File: config.mk
export PLATFORM = sky130hd
export DESIGN_NAME = ps2_host_tx_flat
export DESIGN_NICKNAME = d
export VERILOG_FILES = /design/src/rtl/ps2_host_tx_if.sv /design/src/rtl/ps2_host_tx.sv /design/src/flat_wrapper.sv
export SDC_FILE = /design/constraint.sdc
export NUM_CORES = 1
export LEC_CHECK = 0
export CAP_MARGIN = 20
export CORE_MARGIN = 2
export CORE_UTILIZATION = 60
export DETAILED_ROUTE_END_ITERATION = 10
export GPL_TIMING_DRIVEN = 1
export PLACE_DENSITY = 0.86
export SLEW_MARGIN = 30
export SYNTH_ARGS = -nofsm -noshare
export SYNTH_HDL_FRONTEND = slang
export SYNTH_SLANG_ARGS = --single-unit
export TNS_END_PERCENT = 10
File: constraint.sdc
create_clock -name clk -period 2.6 [get_ports clk]
set_clock_uncertainty 0.05 [all_clocks]
set_input_delay 0.52 -clock clk [delete_from_list [all_inputs] [get_ports clk]]
set_output_delay 0.52 -clock clk [all_outputs]
set_load 0.05 [all_outputs]
File: src/rtl/ps2_host_tx_if.sv
// ps2_host_tx_if: command, status and pad bundle for the PS/2 host transmitter.
// The master side issues commands and models the pads; the slave side is the transmitter.
interface ps2_host_tx_if;
  logic [7:0] data;
  logic       send;
  logic       ps2_clk;
  logic       ps2_dat;
  logic       clk_oe;
  logic       dat_oe;
  logic       busy;
  logic       done;
  logic       err;

  modport master (
    output data, send, ps2_clk, ps2_dat,
    input  clk_oe, dat_oe, busy, done, err
  );

  modport slave (
    input  data, send, ps2_clk, ps2_dat,
    output clk_oe, dat_oe, busy, done, err
  );
endinterface

File: src/rtl/ps2_host_tx.sv
// ps2_host_tx: PS/2 host-to-device command sender.
// Request-to-send, device-clocked 11-bit frame, ACK check and timeout.
module ps2_host_tx #(
  parameter int CLK_HZ     = 50_000_000,
  parameter int INHIBIT_US = 100,
  parameter int TIMEOUT_MS = 15
) (
  input  logic         clk,
  input  logic         rst,
  ps2_host_tx_if.slave bus
);
  localparam int US   = CLK_HZ / 1_000_000;
  localparam int INH  = INHIBIT_US * US;
  localparam int TO   = TIMEOUT_MS * 1000 * US;
  localparam int CMAX = (INH > US) ? INH : US;
  localparam int CW   = $clog2(CMAX + 1);
  localparam int TW   = $clog2(TO + 1);

  typedef enum logic [2:0] {
    IDLE, INHIBIT, START, SEND, ACK, WAIT_IDLE
  } state_t;

  state_t        state, state_n;
  logic [CW-1:0] cnt, cnt_n;
  logic [TW-1:0] tmo, tmo_n;
  logic [3:0]    bidx, bidx_n;
  logic [10:0]   frame, frame_n;
  logic          err_f, err_n;
  logic [2:0]    ck_s;
  logic [1:0]    dt_s;
  logic          ck, dt, fall, tmo_hit;
  logic          clk_oe, dat_oe, done, err;

  assign ck      = ck_s[1];
  assign dt      = dt_s[1];
  assign fall    = ck_s[2] & ~ck_s[1];
  assign tmo_hit = (tmo == TW'(TO));

  // Synchronizers idle high so reset never looks like a clock fall.
  always_ff @(posedge clk or posedge rst) begin
    if (rst) begin
      ck_s  <= 3'b111;
      dt_s  <= 2'b11;
      state <= IDLE;
      cnt   <= '0;
      tmo   <= '0;
      bidx  <= '0;
      frame <= '0;
      err_f <= 1'b0;
    end else begin
      ck_s  <= {ck_s[1:0], bus.ps2_clk};
      dt_s  <= {dt_s[0], bus.ps2_dat};
      state <= state_n;
      cnt   <= cnt_n;
      tmo   <= tmo_n;
      bidx  <= bidx_n;
      frame <= frame_n;
      err_f <= err_n;
    end
  end

  always_comb begin
    state_n = state;
    cnt_n   = cnt;
    tmo_n   = tmo;
    bidx_n  = bidx;
    frame_n = frame;
    err_n   = err_f;
    clk_oe  = 1'b0;
    dat_oe  = 1'b0;
    done    = 1'b0;
    err     = 1'b0;
    unique case (state)
      IDLE: begin
        if (bus.send) begin
          frame_n = {1'b1, ~^bus.data, bus.data, 1'b0};
          cnt_n   = '0;
          err_n   = 1'b0;
          state_n = INHIBIT;
        end
      end
      INHIBIT: begin
        clk_oe = 1'b1;
        if (cnt == CW'(INH - 1)) begin
          cnt_n   = '0;
          state_n = START;
        end else begin
          cnt_n = cnt + 1'b1;
        end
      end
      START: begin
        clk_oe = 1'b1;
        dat_oe = 1'b1;
        if (cnt == CW'(US - 1)) begin
          cnt_n   = '0;
          bidx_n  = '0;
          tmo_n   = '0;
          state_n = SEND;
        end else begin
          cnt_n = cnt + 1'b1;
        end
      end
      SEND: begin
        dat_oe = ~frame[bidx];
        tmo_n  = tmo + 1'b1;
        if (tmo_hit) begin
          dat_oe  = 1'b0;
          done    = 1'b1;
          err     = 1'b1;
          state_n = IDLE;
        end else if (fall) begin
          bidx_n = bidx + 1'b1;
          if (bidx == 4'd9) state_n = ACK;
        end
      end
      ACK: begin
        tmo_n = tmo + 1'b1;
        if (tmo_hit) begin
          done    = 1'b1;
          err     = 1'b1;
          state_n = IDLE;
        end else if (fall) begin
          err_n   = dt;
          state_n = WAIT_IDLE;
        end
      end
      WAIT_IDLE: begin
        tmo_n = tmo + 1'b1;
        if (tmo_hit) begin
          done    = 1'b1;
          err     = 1'b1;
          state_n = IDLE;
        end else if (ck && dt) begin
          done    = 1'b1;
          err     = err_f;
          state_n = IDLE;
        end
      end
      default: state_n = IDLE;
    endcase
  end

  assign bus.clk_oe = clk_oe;
  assign bus.dat_oe = dat_oe;
  assign bus.busy   = (state != IDLE);
  assign bus.done   = done;
  assign bus.err    = err;
endmodule

File: src/flat_wrapper.sv
// flat-port wrapper written by rule: the top's interface ports become plain ports
module ps2_host_tx_flat 
#(
  parameter int CLK_HZ     = 50_000_000,
  parameter int INHIBIT_US = 100,
  parameter int TIMEOUT_MS = 15
)
  (clk, rst, bus_data, bus_send, bus_ps2_clk, bus_ps2_dat, bus_clk_oe, bus_dat_oe, bus_busy, bus_done, bus_err);
  ps2_host_tx_if bus_i ();
  input  logic clk;
  input  logic rst;
  input wire logic [$bits(bus_i.data)-1:0] bus_data;
  input wire logic [$bits(bus_i.send)-1:0] bus_send;
  input wire logic [$bits(bus_i.ps2_clk)-1:0] bus_ps2_clk;
  input wire logic [$bits(bus_i.ps2_dat)-1:0] bus_ps2_dat;
  output wire logic [$bits(bus_i.clk_oe)-1:0] bus_clk_oe;
  output wire logic [$bits(bus_i.dat_oe)-1:0] bus_dat_oe;
  output wire logic [$bits(bus_i.busy)-1:0] bus_busy;
  output wire logic [$bits(bus_i.done)-1:0] bus_done;
  output wire logic [$bits(bus_i.err)-1:0] bus_err;
  assign bus_i.data = bus_data;
  assign bus_i.send = bus_send;
  assign bus_i.ps2_clk = bus_ps2_clk;
  assign bus_i.ps2_dat = bus_ps2_dat;
  assign bus_clk_oe = bus_i.clk_oe;
  assign bus_dat_oe = bus_i.dat_oe;
  assign bus_busy = bus_i.busy;
  assign bus_done = bus_i.done;
  assign bus_err = bus_i.err;
  ps2_host_tx #(.CLK_HZ(CLK_HZ), .INHIBIT_US(INHIBIT_US), .TIMEOUT_MS(TIMEOUT_MS)) u_core (.clk(clk), .rst(rst), .bus(bus_i));
endmodule
==> qor.csv, run 1 <==
metric;value;unit
status;completed;
Placed Cells;438;
Worst EP arrival;1.99;ns
top sig layer;met4;
CP Launch Type;flip-flop;
Routed Antenna Nets;0;
Async SR Flop Fraction;100;%
fin crit share;98.4;%
Die W;79.1;µm
most common cell after layout, fill and taps aside;dfrtp_1;
Post-synth EDFFs;0;
met3 WL;280;µm
DR WL met2;3760;µm
top_reg_cell synth;dfrtp_1;
Register-to-Register Path Depth;5;
worst slew pin tran;0.509;ns
endpoints failing hold;0;
Final #Nets;393;
Initial Utilization;61.8;%
yosys warns;0;
post-DP HPWL;5270;µm
Max Fclk;0.391;GHz
CORE AREA;5470;µm²
share of cells above drive strength 1;17.9;%
design area;3850;µm²
P_leak;1.60;nW
Synth Cell Area;3380;µm²
Num CTS Buffers;5;
Root Buffer;clkbuf_8;
wire length on met1;3160;µm
Yosys top cell area share;37.7;%
via/cell ratio;6.20;
post-layout util;70.4;%
Via Count;2770;
top cells by area, synth;dfrtp_1, xnor2_1, dfstp_2;
Die Height;79.1;µm
CTS tree;yes;
initial DRC count;208;
CTS clk-pin slew, worst paths;0.10;ns
first-pass GRT wire length;12600;µm
Port-buffer cells;17;
critical path endpoint category;primary output;
Synth Net Count;370;
Worst Path Max Fanout;7;
post-synthesis cell type count;65;
RSZ-0062 raised after global routing;true;
largest net degree at the start of global routing;57;
slew margin rel.;65.6;%
fin crit period;2.56;ns
hold path cells;0;
gpl congestion;0.869;
critical path class;reg2out;
Hold Crit Class;reg2reg;
Overall Global Routing Usage;25.5;%
largest area contributor in the netlist;dfrtp_1;
Ant. Diodes;0;
Avg Inst Size Synth;9.63;µm²
Pins Over Slew Limit;0;
hold slack;0.313;ns
final WL;7360;µm
Syn Inst Count;351;
Row Count;27;
area grow syn2layout;14.0;%
power per cell area;987;nW/µm²
most frequent cells in the layout;dfrtp_1, nand2_1, nor2_1;
Seq/Total Area, Yosys;41.6;%
drt drc;0;
grt ovf;0;
Setup Viol. Count Final;0;
max_cap viols;0;
1st-pass router iterations;4;
vias in the first global route;2770;
Sink Count;56;
die area;6250;µm²
clock latency at the later pin of the worst-skew pair;0.32;ns
quantity of hold-fixing buffers added after cts;0;
# fillers;415;
I/O pins;18;
antenna violations before repair;0;
CTS max path bufs;2;
wire length per cell;16.5;µm
number of synthesized register bits;56;
fin cells;447;
Max VDD drop;0.000600;V
CP Data Required Time;2.03;ns
H-tree depth;2;
Placed Area;3720;µm²
-- kinds of logic (layout without fill, tap and decap cells) --
family          after synthesis  count (layout)  share of synthesized area, %
compound gates               70              70                          14.8
xor+xnor                     24              24                          6.22
fa+ha+maj                     6               6                          2.22
buf+inv                      29              53                          3.63
flops                        56              56                          41.6
mux                          20              20                          6.74
simple gates                146             146                          24.8
-- worst paths after layout --
kind	from	endpoint	slack, ns
max in group asynchronous	rst	u_core.ck_s[2]	1.70
hold reg to reg	u_core.dt_s[0]	u_core.dt_s[1]	0.31
setup / recovery	u_core.tmo[12]	bus_dat_oe	0.04
setup reg to reg	u_core.cnt[3]	u_core.tmo[9]	0.21
hold / removal	u_core.dt_s[0]	u_core.dt_s[1]	0.31
min in group asynchronous	rst	u_core.cnt[10]	0.52
-- what timing repair did --
action	in CTS	in global routing
buffers inserted	1	0
gates resized for setup	0	7
pin swaps	0	2
setup endpoints to repair	1	5
-- critical path, stage by stage (launching register included) --
cell and delay (ns):
dfrtp_2 0.45, and3_1 0.24, nand4_1 0.10, nor2_1 0.05, buf_4 0.15, a21o_1 0.18, a221oi_4 0.32, buf_12 0.18
-- per-stage QoR --
| step | setup slack, ns | power, mW | TNS, ns |
|---|---|---|---|
| 6_report | 0.0421 | 3.80 | 0 |
| 5_1_grt | -0.0195 | 4.06 | -0.0195 |
| 4_1_cts | 0.00263 | 3.78 | 0 |
| 3_5_place_dp | 0.130 | 3.25 | 0 |
| 3_3_place_gp | 0.124 | 3.16 | 0 |
| 2_1_floorplan | 0.0980 | 2.69 | 0 |
-- report_power, final --
part | switching, mW | total, mW | internal, mW | leakage (nW)
Combinational | 1.09 | 1.93 | 0.848 | 0.839
Clock | 0.289 | 0.508 | 0.219 | 0.0516
Sequential | 0.264 | 1.36 | 1.10 | 0.711
-- cell usage after synthesis (all sizes together) (2+ instances only) --
cell / instances
mux2i: 7
and2: 3
o21ba: 2
xnor2: 23
a221oi: 2
nand4b: 3
and4: 2
inv: 12
a22o: 3
nor2b: 6
o21ai: 16
nand2b: 4
nor3b: 2
or2: 3
buf: 6
a31oi: 7
nand2: 30
nand3: 12
mux2: 12
clkbuf: 11
nor4bb: 2
o211ai: 3
a21oi: 12
ha: 6
nor3: 7
a21boi: 2
a2111oi: 4
a211oi: 9
or4: 3
nor4b: 3
nand4: 13
or3: 4
dfstp: 5
nor4: 4
o22ai: 2
dfrtp: 51
and3: 9
nor2: 31
-- registers in the layout, summed over array words and instances, names as in the netlist --
signal and flops:
u_core.tmo 20, u_core.cnt 13, u_core.frame 10, u_core.bidx 4
u_core.ck_s 3, u_core.state 3, u_core.dt_s 2, u_core.err_f 1
-- layout make-up --
cell class | count | area [µm²] | share of cell area [%]
multi-input cells | 266 | 1890 | 49.0
flip-flops and latches | 56 | 1410 | 36.6
repair buffers | 33 | 324 | 8.41
well taps | 72 | 90.1 | 2.34
clock buffers | 6 | 82.6 | 2.14
inverters | 12 | 45.0 | 1.17
clock inverters | 2 | 13.8 | 0.357
-- per-layer routing --
layer | track usage (%) | up-vias
met5 | 0 | -
met4 | 10.5 | 0
met3 | 4.55 | 16
met2 | 43.2 | 76
met1 | 32.3 | 1351
li1 | - | 1327
(Power assumes the default switching activity.)
==> run 2, diff against run 1 <==
--- a/config.mk
+++ b/config.mk
@@ -10,6 +10,7 @@
 export CORE_UTILIZATION = 60
 export DETAILED_ROUTE_END_ITERATION = 10
 export GPL_TIMING_DRIVEN = 1
+export MAX_ROUTING_LAYER = met4
 export PLACE_DENSITY = 0.86
 export SLEW_MARGIN = 30
 export SYNTH_ARGS = -nofsm -noshare
==> run 2 against run 1 <==
Against the previous run:
- largest power group unchanged
- highest routed layer unchanged
- worst hold slack about the same
- clock power grew 1%
- non-clock buffer count is the same
- global-route usage grew 0.76 points
- final area stayed put
- fmax hardly changed
==> qor.csv, run 2 (synthesis gave the netlist of run 1 again) <==
metric;value;unit;change
H-tree depth;2;;unchanged
Pins Over Slew Limit;0;;unchanged
max_cap viols;0;;unchanged
CTS clk-pin slew, worst paths;0.10;ns;about the same
CORE AREA;5470;µm²;unchanged
wire length per cell;16.4;µm;was 16.5 µm
CP max stage delay;0.46;ns;was 0.45 ns
largest net degree at the start of global routing;57;;unchanged
I/O pins;18;;unchanged
Worst Path Max Fanout;7;;unchanged
Int Power;2.16;mW;about the same
via/cell ratio;6.22;;was 6.20
initial DRC count;175;;was 208
max FFs per register;20;;unchanged
antenna violations before repair;0;;unchanged
Placed Cells;438;;unchanged
fin crit share;98.5;%;was 98.4%
Initial Utilization;61.8;%;unchanged
Largest delay share family, worst path;compound AO/OA/AOI/OAI gates;;unchanged
status;completed;;unchanged
Hold Crit Class;reg2reg;;unchanged
CP Data Required Time;2.03;ns;about the same
CP Cell Sequence;and3_1, nand4_1, nor2_1, buf_4, a21o_1, a221oi_4, buf_12;;unchanged
CP Launch Type;flip-flop;;unchanged
post-layout util;70.4;%;unchanged
critical path class;reg2out;;unchanged
Via Count;2779;;was 2,770
worst slew pin tran;0.534;ns;was 0.509 ns
Routed Antenna Nets;0;;unchanged
Die Height;79.1;µm;unchanged
Root Buffer;clkbuf_8;;unchanged
WP buf/inv;2;;unchanged
Setup Viol. Count Final;0;;unchanged
Worst path slowest cell;dfrtp_2;;unchanged
share of cells above drive strength 1;17.9;%;unchanged
drt drc;0;;unchanged
post-DP HPWL;5270;µm;unchanged
Sink Count;56;;unchanged
power per cell area;990;nW/µm²;was 987 nW/µm²
total power;3.81;mW;was 3.80 mW
slew margin rel.;64.3;%;was 65.6%
Die W;79.1;µm;unchanged
hold slack;0.313;ns;about the same
fin crit period;2.56;ns;about the same
Final #Nets;393;;unchanged
Sw Share;43.2;%;was 43.1%
Max VDD drop;0.000602;V;was 0.000600 V
Ant. Diodes;0;;unchanged
endpoints failing hold;0;;unchanged
Clock Power Share;13.5;%;was 13.3%
CTS tree;yes;;unchanged
Num CTS Buffers;5;;unchanged
final WL;7320;µm;was 7360 µm
most common cell after layout, fill and taps aside;dfrtp_1;;unchanged
RSZ-0062 raised after global routing;true;;unchanged
P_leak;1.60;nW;unchanged
first-pass GRT wire length;12600;µm;about the same
Placed Area;3720;µm²;unchanged
CTS max path bufs;2;;unchanged
die area;6250;µm²;unchanged
fin cells;447;;unchanged
Top reg by flops;u_core.tmo;;unchanged
Net Switching;1.65;mW;was 1.64 mW
Overall Global Routing Usage;26.3;%;was 25.5%
top flop regs;u_core.tmo: 20 flops, u_core.cnt: 13 flops, u_core.frame: 10 flops;;unchanged
grt ovf;0;;unchanged
Port-buffer cells;17;;unchanged
1st-pass router iterations;4;;unchanged
vias in the first global route;2772;;was 2,770
Worst EP arrival;1.99;ns;about the same
most frequent cells in the layout;dfrtp_1, nand2_1, nor2_1;;unchanged
area grow syn2layout;14.0;%;unchanged
sequential fraction of design power;35.7;%;was 35.8%
clock latency at the later pin of the worst-skew pair;0.32;ns;about the same
gpl congestion;0.884;;was 0.869
combinational power share;50.8;%;was 50.9%
critical path endpoint category;primary output;;unchanged
design area;3850;µm²;unchanged
quantity of hold-fixing buffers added after cts;0;;unchanged
Row Count;27;;unchanged
Max Fclk;0.391;GHz;about the same
run 2: repair_timing:
action,in CTS,in global routing
endpoints found under the setup margin,1,5
buffers inserted,1,0
pin swaps,0,2
cloned,0,0
gates resized for setup,0,7
run 2: layout make-up:
type | instances | area [µm²]
Inverter | 12 | 45.0
Multi-Input combinational cell | 266 | 1890
Sequential cell | 56 | 1410
Clock inverter | 2 | 13.8
Timing Repair Buffer | 33 | 324
Fill cell | 415 | 1620
Clock buffer | 6 | 82.6
Tap cell | 72 | 90.1
run 2: per-layer routing:
metal  vias to the layer above  global-route usage, %  share of wire (%)
li1                       1327                      -                  -
met1                      1350                   32.7                 43
met2                        86                   43.0                 51
met3                        16                   4.55                4.3
met4                         0                   10.5                2.3
met5                         -                      -                  0
run 2: power by group through the flow:
stage          logic [mW]  registers [mW]  clock network (mW)
4_1_cts              1.91            1.35               0.521
2_1_floorplan        1.42            1.27                   0
5_1_grt              2.12            1.40               0.544
3_3_place_gp         1.80            1.36                   0
6_report             1.94            1.36               0.514
3_5_place_dp         1.88            1.38                   0
run 2: stage by stage:
stage          setup slack [ns]  TNS, ns
2_1_floorplan            0.0980        0
3_3_place_gp              0.124        0
3_5_place_dp              0.130        0
4_1_cts                 0.00263        0
5_1_grt                 -0.0217  -0.0236
6_report                 0.0401        0
run 2: final timing paths:
path | to | cells after the start | from | slack (ns)
worst max-delay path | bus_dat_oe | 7 | u_core.tmo[12] | 0.04
worst min-delay path | u_core.dt_s[1] | 0 | u_core.dt_s[0] | 0.31
worst max register to register | u_core.cnt[3] | 6 | u_core.cnt[3] | 0.20
worst min register to register | u_core.dt_s[1] | 0 | u_core.dt_s[0] | 0.31
max in group asynchronous | u_core.dt_s[0] | 3 | rst | 1.70
min in group asynchronous | u_core.err_f | 3 | rst | 0.52
run 2: worst register-to-register path: cells and delay by family, from the launching register on:
kind            cells  cell delay [ns]
simple gates        1             0.62
buf+inv             1             0.24
compound gates      4             0.92
flops               1             0.46
==> run 3, diff against run 2 <==
--- a/config.mk
+++ b/config.mk
@@ -7,11 +7,11 @@
 export LEC_CHECK = 0
 export CAP_MARGIN = 20
 export CORE_MARGIN = 2
-export CORE_UTILIZATION = 60
+export CORE_UTILIZATION = 25
 export DETAILED_ROUTE_END_ITERATION = 10
 export GPL_TIMING_DRIVEN = 1
 export MAX_ROUTING_LAYER = met4
-export PLACE_DENSITY = 0.86
+export PLACE_DENSITY = 0.46
 export SLEW_MARGIN = 30
 export SYNTH_ARGS = -nofsm -noshare
 export SYNTH_HDL_FRONTEND = slang
==> run 3 against run 2 <==
Against the previous run:
- die area increased by 130%
- fmax about the same
- sequential share of layout area decreased by 1.8 points
- first-iteration DRC count decreased by 0.57%
- count of clock-buffer cells in the layout decreased by 1
- clock power increased by 44%
- sequential power about the same
- cell count increased by 25%
- critical path type unchanged
==> qor.csv, run 3 (synthesis gave the netlist of run 1 again) <==
metric;value;unit;change
Setup Viol. Count Final;0;;unchanged
CTS max path bufs;2;;unchanged
Setup WS pre-CTS;0.239;ns;was 0.130 ns
Worst Path Max Fanout;7;;unchanged
worst slew pin tran;0.613;ns;was 0.534 ns
critical path endpoint category;primary output;;unchanged
Top reg by flops;u_core.tmo;;unchanged
hold path cells;0;;unchanged
drt drc;0;;unchanged
Pins Over Slew Limit;0;;unchanged
critical path class;reg2out;;unchanged
antenna violations before repair;0;;unchanged
Max Fclk;0.391;GHz;about the same
Max VDD drop;0.000328;V;was 0.000602 V
CTS tree;yes;;unchanged
clock latency at the later pin of the worst-skew pair;0.32;ns;about the same
endpoints failing hold;0;;unchanged
Final #Nets;399;;was 393
internal reg-to-reg setup slack;0.23;ns;was 0.20 ns
final WL;7910;µm;was 7320 µm
first-pass GRT wire length;13400;µm;was 12,600 µm
slew margin rel.;59.0;%;was 64.3%
CTS clk-pin slew, worst paths;0.08;ns;was 0.10 ns
Port-buffer cells;17;;unchanged
post-DP HPWL;5730;µm;was 5270 µm
quantity of hold-fixing buffers added after cts;0;;unchanged
total power;3.99;mW;was 3.81 mW
Routed Antenna Nets;0;;unchanged
Crit Reg-Reg Startpoint;u_core.cnt[3];;unchanged
Initial Utilization;25.5;%;was 61.8%
share of cells above drive strength 1;18.6;%;was 17.9%
Die Height;120;µm;was 79.1 µm
fin crit share;98.5;%;about the same
1st-pass router iterations;4;;unchanged
CP Data Required Time;2.03;ns;about the same
max_cap viols;0;;unchanged
Root Buffer;clkbuf_16;;was clkbuf_8
H-tree depth;2;;unchanged
grt ovf;0;;unchanged
status;completed;;unchanged
Row Count;42;;was 27
R2R Path End;u_core.cnt[12];;was u_core.cnt[3]
top flop regs;u_core.tmo: 20 flops, u_core.cnt: 13 flops, u_core.frame: 10 flops;;unchanged
CP Launch Type;flip-flop;;unchanged
Die W;120;µm;was 79.1 µm
power per cell area;983;nW/µm²;was 990 nW/µm²
Num CTS Buffers;5;;unchanged
Register-to-Register Path Depth;5;;was 6
largest net degree at the start of global routing;27;;was 57
Hold EP;u_core.ck_s[1];;was u_core.dt_s[1]
Worst EP arrival;1.99;ns;about the same
CORE AREA;13200;µm²;was 5470 µm²
vias in the first global route;2620;;was 2,772
worst setup margin;0.0394;ns;was 0.0401 ns
RSZ-0062 raised after global routing;true;;unchanged
Sink Count;56;;unchanged
gpl congestion;0.809;;was 0.884
fin crit period;2.56;ns;about the same
Ant. Diodes;0;;unchanged
wire length per cell;14.2;µm;was 16.4 µm
most common cell after layout, fill and taps aside;dfrtp_1;;unchanged
P_leak;1.65;nW;was 1.60 nW
most frequent cells in the layout;dfrtp_1, nand2_1, nor2_1;;unchanged
Hold Crit Start;u_core.ck_s[0];;was u_core.dt_s[0]
die area;14500;µm²;was 6250 µm²
Via Count;2676;;was 2,779
Overall Global Routing Usage;12.1;%;was 26.3%
initial DRC count;174;;was 175
I/O pins;18;;unchanged
max FFs per register;20;;unchanged
area grow syn2layout;20.1;%;was 14.0%
via/cell ratio;4.80;;was 6.22
Hold Crit Class;reg2reg;;unchanged
-- run 3: how the worst max path moves through the flow --
| stage | from | end | slack, ns | depth (start not counted) |
|---|---|---|---|---|
| 2_1_floorplan | u_core.tmo[0] | bus_err | 0.1 | 7 |
| 3_3_place_gp | u_core.tmo[1] | bus_dat_oe | 0.28 | 9 |
| 3_5_place_dp | u_core.cnt[3] | u_core.cnt[12] | 0.24 | 5 |
| 4_1_cts | u_core.tmo[0] | bus_dat_oe | 0.02 | 9 |
| 5_1_grt | u_core.tmo[0] | bus_err | -0.05 | 9 |
| 6_report | u_core.tmo[12] | bus_dat_oe | 0.04 | 7 |
-- run 3: timing repair --
| action | 4_1_cts | 5_1_grt |
|---|---|---|
| gates cloned | 0 | 0 |
| pin swaps | 1 | 0 |
| buffers inserted | 1 | 0 |
| setup endpoints to repair | 2 | 4 |
| resized for setup | 0 | 4 |
-- run 3: through the flow --
| step | hold slack (ns) | util [%] | instance area (µm²) | TNS, ns | instances |
|---|---|---|---|---|---|
| 6_report | 0.309 | 30.7 | 4060 | 0 | 557 |
| 5_1_grt | 0.311 | 30.7 | 4060 | -0.0902 | 557 |
| 4_1_cts | 0.310 | 30.5 | 4050 | 0 | 557 |
| 3_5_place_dp | 0.297 | 29.3 | 3880 | 0 | 548 |
| 3_3_place_gp | 0.297 | 29.3 | 3880 | 0 | 548 |
| 2_1_floorplan | 0.295 | - | 3400 | 0 | 351 |
-- run 3: worst max-delay path, stage by stage, from the launching register on --
cell	delay [ns]
dfrtp_1	0.44
and3_1	0.26
nand4_1	0.09
nor2_1	0.06
buf_4	0.15
a21o_1	0.18
a221oi_4	0.31
buf_12	0.18
-- run 3: where the power goes --
part | internal [mW] | switching (mW) | leakage (nW) | total [mW]
Combinational | 0.843 | 1.04 | 0.865 | 1.88
Sequential | 1.10 | 0.268 | 0.711 | 1.37
Clock | 0.373 | 0.369 | 0.0767 | 0.742
Total | 2.32 | 1.67 | 1.65 | 3.99
-- run 3: cell type report --
class,count,area (µm²)
Fill cell,1426,9180
Clock inverter,3,28.8
Clock buffer,5,125
Timing Repair Buffer,39,357
Tap cell,176,220
Multi-Input combinational cell,266,1870
Inverter,12,45.0
Sequential cell,56,1410
-- run 3: routing by layer --
metal	routed length (µm)	track usage, %	vias up
li1	-	-	1335
met1	4030	15.9	1308
met2	3500	18.0	24
met3	236	3.35	9
met4	147	4.29	0
met5	0	-	-
